<file path="src/rtl/rr_select_arbiter.sv">
// Eight-requester round-robin arbiter with a registered 3-bit grant index.
// Grants persist until release, owner drop, or an optional hold timeout.
module rr_select_arbiter #(
    parameter int HOLD_W   = 8,
    parameter int MAX_HOLD = 0
) (
    input  logic       clk,
    input  logic       rst,
    input  logic [7:0] req_i,
    input  logic       release_i,
    output logic [2:0] gnt_idx_o,
    output logic       gnt_valid_o,
    output logic       timeout_o,
    output logic [2:0] ptr_o
);

    localparam bit TIMEOUT_EN = (MAX_HOLD != 0);
    localparam logic [HOLD_W-1:0] HOLD_LAST =
        TIMEOUT_EN ? HOLD_W'(MAX_HOLD - 1) : '0;

    typedef enum logic {
        S_IDLE  = 1'b0,
        S_GRANT = 1'b1
    } state_t;

    state_t            state_q;
    logic [2:0]        gnt_idx_q;
    logic [2:0]        ptr_q;
    logic              gnt_valid_q;
    logic              timeout_q;
    logic [HOLD_W-1:0] hold_cnt_q;
    logic [HOLD_W-1:0] hold_cnt_d;

    logic [2:0]        scan_idx;
    logic [2:0]        win_idx;
    logic              req_any;
    logic              owner_drop;
    logic              hold_expired;
    logic              grant_end;
    logic              timeout_only;

    // Walk offsets from far to near so the requester closest to ptr wins last.
    always_comb begin
        // NOTE: every combinational output gets a default before any branch, so no latch is inferred.
        scan_idx = '0;
        win_idx  = ptr_q;
        for (int k = 7; k >= 0; k--) begin
            scan_idx = ptr_q + 3'(k);
            if (req_i[scan_idx]) begin
                win_idx = scan_idx;
            end
        end
    end

    always_comb begin
        req_any      = |req_i;
        hold_cnt_d   = (hold_cnt_q == '1) ? hold_cnt_q : hold_cnt_q + HOLD_W'(1);
        owner_drop   = ~req_i[gnt_idx_q];
        hold_expired = TIMEOUT_EN && (hold_cnt_q == HOLD_LAST);
        grant_end    = release_i | owner_drop | hold_expired;
        timeout_only = hold_expired & ~release_i & ~owner_drop;
    end

    // NOTE: sequential state uses non-blocking assignments so every flop samples pre-edge values.
    always_ff @(posedge clk) begin
        if (rst) begin
            state_q     <= S_IDLE;
            gnt_idx_q   <= '0;
            gnt_valid_q <= 1'b0;
            timeout_q   <= 1'b0;
            ptr_q       <= '0;
            hold_cnt_q  <= '0;
        end else begin
            case (state_q)
                S_IDLE: begin
                    timeout_q <= 1'b0;
                    if (req_any) begin
                        gnt_idx_q   <= win_idx;
                        gnt_valid_q <= 1'b1;
                        hold_cnt_q  <= '0;
                        state_q     <= S_GRANT;
                    end else begin
                        gnt_valid_q <= 1'b0;
                    end
                end
                S_GRANT: begin
                    if (grant_end) begin
                        // Returning to IDLE gives the mandatory turnaround cycle.
                        gnt_valid_q <= 1'b0;
                        ptr_q       <= gnt_idx_q + 3'd1;
                        timeout_q   <= timeout_only;
                        state_q     <= S_IDLE;
                    end else begin
                        hold_cnt_q  <= hold_cnt_d;
                        timeout_q   <= 1'b0;
                    end
                end
                default: begin
                    state_q     <= S_IDLE;
                    gnt_valid_q <= 1'b0;
                    timeout_q   <= 1'b0;
                end
            endcase
        end
    end

    assign gnt_idx_o   = gnt_idx_q;
    assign gnt_valid_o = gnt_valid_q;
    assign timeout_o   = timeout_q;
    assign ptr_o       = ptr_q;

endmodule
</file>
<file path="config.mk">
export PLATFORM = sky130hd
export DESIGN_NAME = rr_select_arbiter
export DESIGN_NICKNAME = d
export VERILOG_FILES = /design/src/rtl/rr_select_arbiter.sv
export SDC_FILE = /design/constraint.sdc
export NUM_CORES = 1
export LEC_CHECK = 0
export BUFFER_PORTS_ARGS = -buffer_cell sky130_fd_sc_hd__buf_2
export CORE_MARGIN = 4
export CORE_UTILIZATION = 57
export CTS_CLUSTER_DIAMETER = 100
export DETAILED_ROUTE_END_ITERATION = 8
export PLACE_DENSITY_LB_ADDON = 0.2
export SKIP_CTS_REPAIR_TIMING = 1
export SYNTH_ARGS = -nofsm -noshare
export SYNTH_HDL_FRONTEND = slang
export SYNTH_SLANG_ARGS = --single-unit
</file>
<file path="constraint.sdc">
create_clock -name clk -period 4.9 [get_ports clk]
set_clock_uncertainty 0.15 [all_clocks]
set_input_delay 0.98 -clock clk [delete_from_list [all_inputs] [get_ports clk]]
set_output_delay 0.98 -clock clk [all_outputs]
set_load 0.05 [all_outputs]
</file>
==> After elaboration in Yosys (flattened, before gate mapping) <==
Cells that the tools add are included.
{ "totals": {"regBits": 8, "input_bits": 11, "output_inout_bits": 8, "wordCells": 59} }
{ "classes": {"add_sub_neg": 8, "n_lt_le_gt_ge": 9, "eq_ne": 1, "muxes": 31, "n_bitwise": 3, "n_reduce_logical": 3} }
{ "op_table": {"columns": ["operator", "n"], "rows": [
  ["less-than comparator 3 x 4 -> 1 bit (second input constant)", 9],
  ["binary-select mux 1 bit (select 3 bit)", 9],
  ["two-way mux 3 bit", 8],
  ["adder 3 bit (second input constant)", 4],
  ["two-way mux 1 bit", 12],
  ["OR reduction 8 bit", 1],
  ["adder 3 x 1 -> 3 bit (second input constant)", 2],
  ["adder 3 x 2 -> 3 bit (second input constant)", 2],
  ["one-hot mux 1 bit (2 select lines)", 2],
  ["AND reduction 2 bit", 2],
  ["inequality test 2 x 1 -> 1 bit (second input constant)", 1],
  ["NOT 1 bit", 2],
  ["bitwise OR 1 bit", 1]
]} }

==> Longest topological paths before layout <==
{ "depth": {"ltp_word": 11, "ltp_mapped": 12, "mapped_depth_nobuf": 8} }

==> Worst setup path before layout <==
OpenSTA, ideal clock, no wires.
{ "synth_timing": {"path_type": "flip-flop to flip-flop", "from": "reg ptr_q[1], in the netlist ptr_o[1]", "to": "reg gnt_idx_q[0], in the netlist gnt_idx_o[0]", "t_arrival_ps": 3028, "t_required_ps": 4627, "setup_slack_ps": 1599, "path_stages_with_launch": 12, "synth_period_minus_slack_ps": 3301, "path_cell_list": "dfxtp_1 > buf_2 > buf_2 > inv_1 > ha_1 > buf_4 > mux4_2 > mux2i_1 > inv_1 > o22a_1 > o211ai_1 > mux2_1"} }
{ "synth_between": {"elab_chain_len": 11, "elab_cells_between_ends": 31, "cone_classes": "add/sub (7); mux (24)"} }
{ "synth_lines": {"columns": ["element", "line", "text"], "rows": [
  ["start: declaration", "28", "logic [2:0] ptr_q;"],
  ["start signal: assignment", "90", "ptr_q <= gnt_idx_q + 3'd1;"],
  ["adder 3 bit", "48", "scan_idx = ptr_q + 3'(k);"],
  ["binary-select mux 1 bit (select 3 bit)", "49", "if (req_i[scan_idx]) begin"],
  ["two-way mux 1 bit (implied by the code)", "49", null],
  ["two-way mux 3 bit (7 in a row)", "49", null],
  ["two-way mux 3 bit *", "49", null],
  ["end signal: assignment", "78", "gnt_idx_q <= win_idx;"],
  ["end: declaration", "27", "logic [2:0] gnt_idx_q;"]
]} }
Every way passes the cells marked *; elsewhere a longest branch is shown, timed or not. The select of a mux whose other input is x is not followed.
A chain may end at the register's enable or synchronous reset.

==> Final worst setup path <==
Same ends and word-level chain as after synthesis.

==> flow_metrics.tcl <==
set metrics [dict create \
    ir_drop_mv 0.278 \
    rr_worst_depth 8 \
    hp-class "register to register" \
    timing.rr.start "ptr_o[1]" \
    crit_required_ns 4.89 \
    finalHoldViolCount 0 \
    overflow 0 \
    final_antenna_net_count 0 \
    grt_max_degree 23 \
    synth.net_count 171 \
    final_area_um2 1420 \
    r2r-end "gnt_idx_o[0]" \
    yosysMostFrequentCell "nand2_1" \
    synthArstFlopShare 0 \
    synth_xor_xnor_area_share 0.0449 \
    power_density_nw_per_um2 497 \
    antenna_cells 0 \
    tightest_slew_ns 0.812 \
    hold_end "gnt_valid_o" \
    cap_violations 0 \
    status "complete, no violations" \
    setup_violations 0 \
    power_leakage_nw 0.573 \
    via_per_inst 7.04 \
    regToRegSetupSlack_ns 1.33 \
    antenna_found_initial 0 \
    ys_seq_area_frac 0.117 \
    core_um2 2250 \
    yosys.area_share.simple 0.146 \
    hpwl_mm 2.63 \
    start_kind "register" \
    syn_area_um2 1370 \
    root_buffer "clkbuf_4" \
    totalWireLength_mm 3.67 \
    synth_common_cells "nand2_1, mux4_2, inv_1, mux2i_1, nor2_1" \
    crit_top_cell "inv_1" \
    critPathTopFamily "multiplexers" \
    drt_iter0_markers 67 \
    crit_path_top_delay_cell "dfxtp_1" \
    hold_depth 1 \
    drc 0 \
    fin_cells 191 \
    synthFlopType "dfxtp_1" \
    period_minus_slack_ns 3.57 \
    fin_crit_sh 0.728 \
    cts_inserted_buffers 3 \
    whs_ns 0.319 \
    die_h_um 57.0 \
    yosys_warnings 0 \
    ctsHtreeMaxLevel 1 \
    cp_max_fo 22 \
    slew_violations 0 \
    hp-start "gnt_valid_o" \
    ys_top_cells_by_area "mux4_2, dfxtp_1, mux2i_1" \
    rows 17 \
    drt-pass1-iter-count 4 \
    synth_mux_area_frac 0.337 \
    pin_count 19 \
    rsz0062_at_grt "no" \
    num-nets-final 179 \
    clock_latency_ns 0.25 \
    arrival_ns 3.56 \
    globalplace.congestion 0.895 \
    drive_above_1_share 0.233 \
    synth_top_area_frac 0.181 \
    grt_pass1_wl_mm 6.15 \
    slowest_delay_ns 0.84 \
    relSlewSlack 0.458 \
    portBuffers 17 \
    synth_edf_count 0 \
    tritoncts "built" \
    dpl.cell_count 188 \
    place_area_um2 1400 \
    grt_pass1_vias 1286 \
    synthCells 157 \
    fin_ws_ns 1.33 \
    die_w_um 57.0 \
    cts_sinks 8 \
    gr-usage-all-layers 0.233 \
    synth_area_per_cell_um2 8.70 \
    setup.worst_path.class "register to register" \
    fmax_mhz 280 \
    synth-seq-cells 8 \
    wl_per_cell_um 19.2 \
    synth_fa_ha_area_frac 0.0275 \
    areaGrowthSynthToFinish_pct 3.94 \
    synth_top_cell_by_area "mux4_2" \
    path_buf_inv 2 \
    crit_path_end_kind "register" \
    clk_pin_slew_ns 0.05 \
    synth_compound_area_frac 0.224 \
    synth_top_family_by_area "multiplexers" \
    via_count 1344 \
    die-area_um2 3240 \
    fillers 211 \
    fin_tns_setup_ns 0 \
    ys_types 51 \
    initial_core_util 0.606 \
    post-place-ws_ns 1.37 \
    crit_chain "inv_1 > ha_1 > mux4_2 > mux2i_1 > inv_1 > o22a_1 > o211ai_1 > mux2_1" \
    cts_buffer_depth 2 \
]
[area by class of cell]
class / count / area (um^2) / area share
clock buffers: 3 / 22.5 / 0.0159
inverters: 11 / 41.3 / 0.0291
multi-input cells: 123 / 1070 / 0.752
flip-flops and latches: 8 / 160 / 0.113
well taps: 28 / 35.0 / 0.0247
repair buffers: 18 / 92.6 / 0.0652
[sequential cells by signal (all words and copies together), names as in the netlist]
register and cells:
gnt_idx_o 3, gnt_valid_o 1, state_q 1, ptr_o 3
[power breakdown]
part	switching, mW	internal (mW)
registers	0.0382	0.0823
logic	0.303	0.232
clock network	0.0229	0.0281
[cell families after synthesis]
logic type,count (synthesis)
AOI/OAI and AO/OA,42
and+or+nand+nor,42
muxes,28
buffers and inverters,26
DFF,8
xor gates and xnor gates,7
adders and majority gates,3
other,1
[routing by layer]
| metal | wire [um] | GRT usage |
|---|---|---|
| met3 | 327 | 0.0543 |
| met4 | 61 | 0.0397 |
| met2 | 1700 | 0.365 |
| met5 | 0 | 0 |
| met1 | 1580 | 0.333 |
[cell usage in the layout (no fill, tap or decap), types with 7 or more instances in the layout]
cell type / Yosys / layout
nand2_1: 14 / 14
a21oi_1: 7 / 7
buf_2: 7 / 17
inv_1: 10 / 10
nor2_1: 9 / 9
dfxtp_1: 8 / 8
mux2i_1: 10 / 10
mux4_2: 11 / 11
[worst max path at each step]
stage | from | to | slack (ns) | cells past startpoint
floorplan | ptr_o[1] | gnt_idx_o[0] | 1.60 | 11
detailed placement | ptr_o[1] | gnt_idx_o[0] | 1.37 | 8
global route | ptr_o[1] | gnt_idx_o[0] | 1.11 | 8
finish | ptr_o[1] | gnt_idx_o[0] | 1.33 | 8
CTS | ptr_o[1] | gnt_idx_o[0] | 1.35 | 8
global placement | ptr_o[1] | gnt_idx_o[0] | 1.42 | 8
[metrics by stage]
stage	power, mW	util
5_1_grt	0.762	0.630
4_1_cts	0.700	0.630
2_1_floorplan	0.562	-
3_5_place_dp	0.648	0.620
6_report	0.706	0.630
3_3_place_gp	0.641	0.620
(Power assumes the default switching activity.)
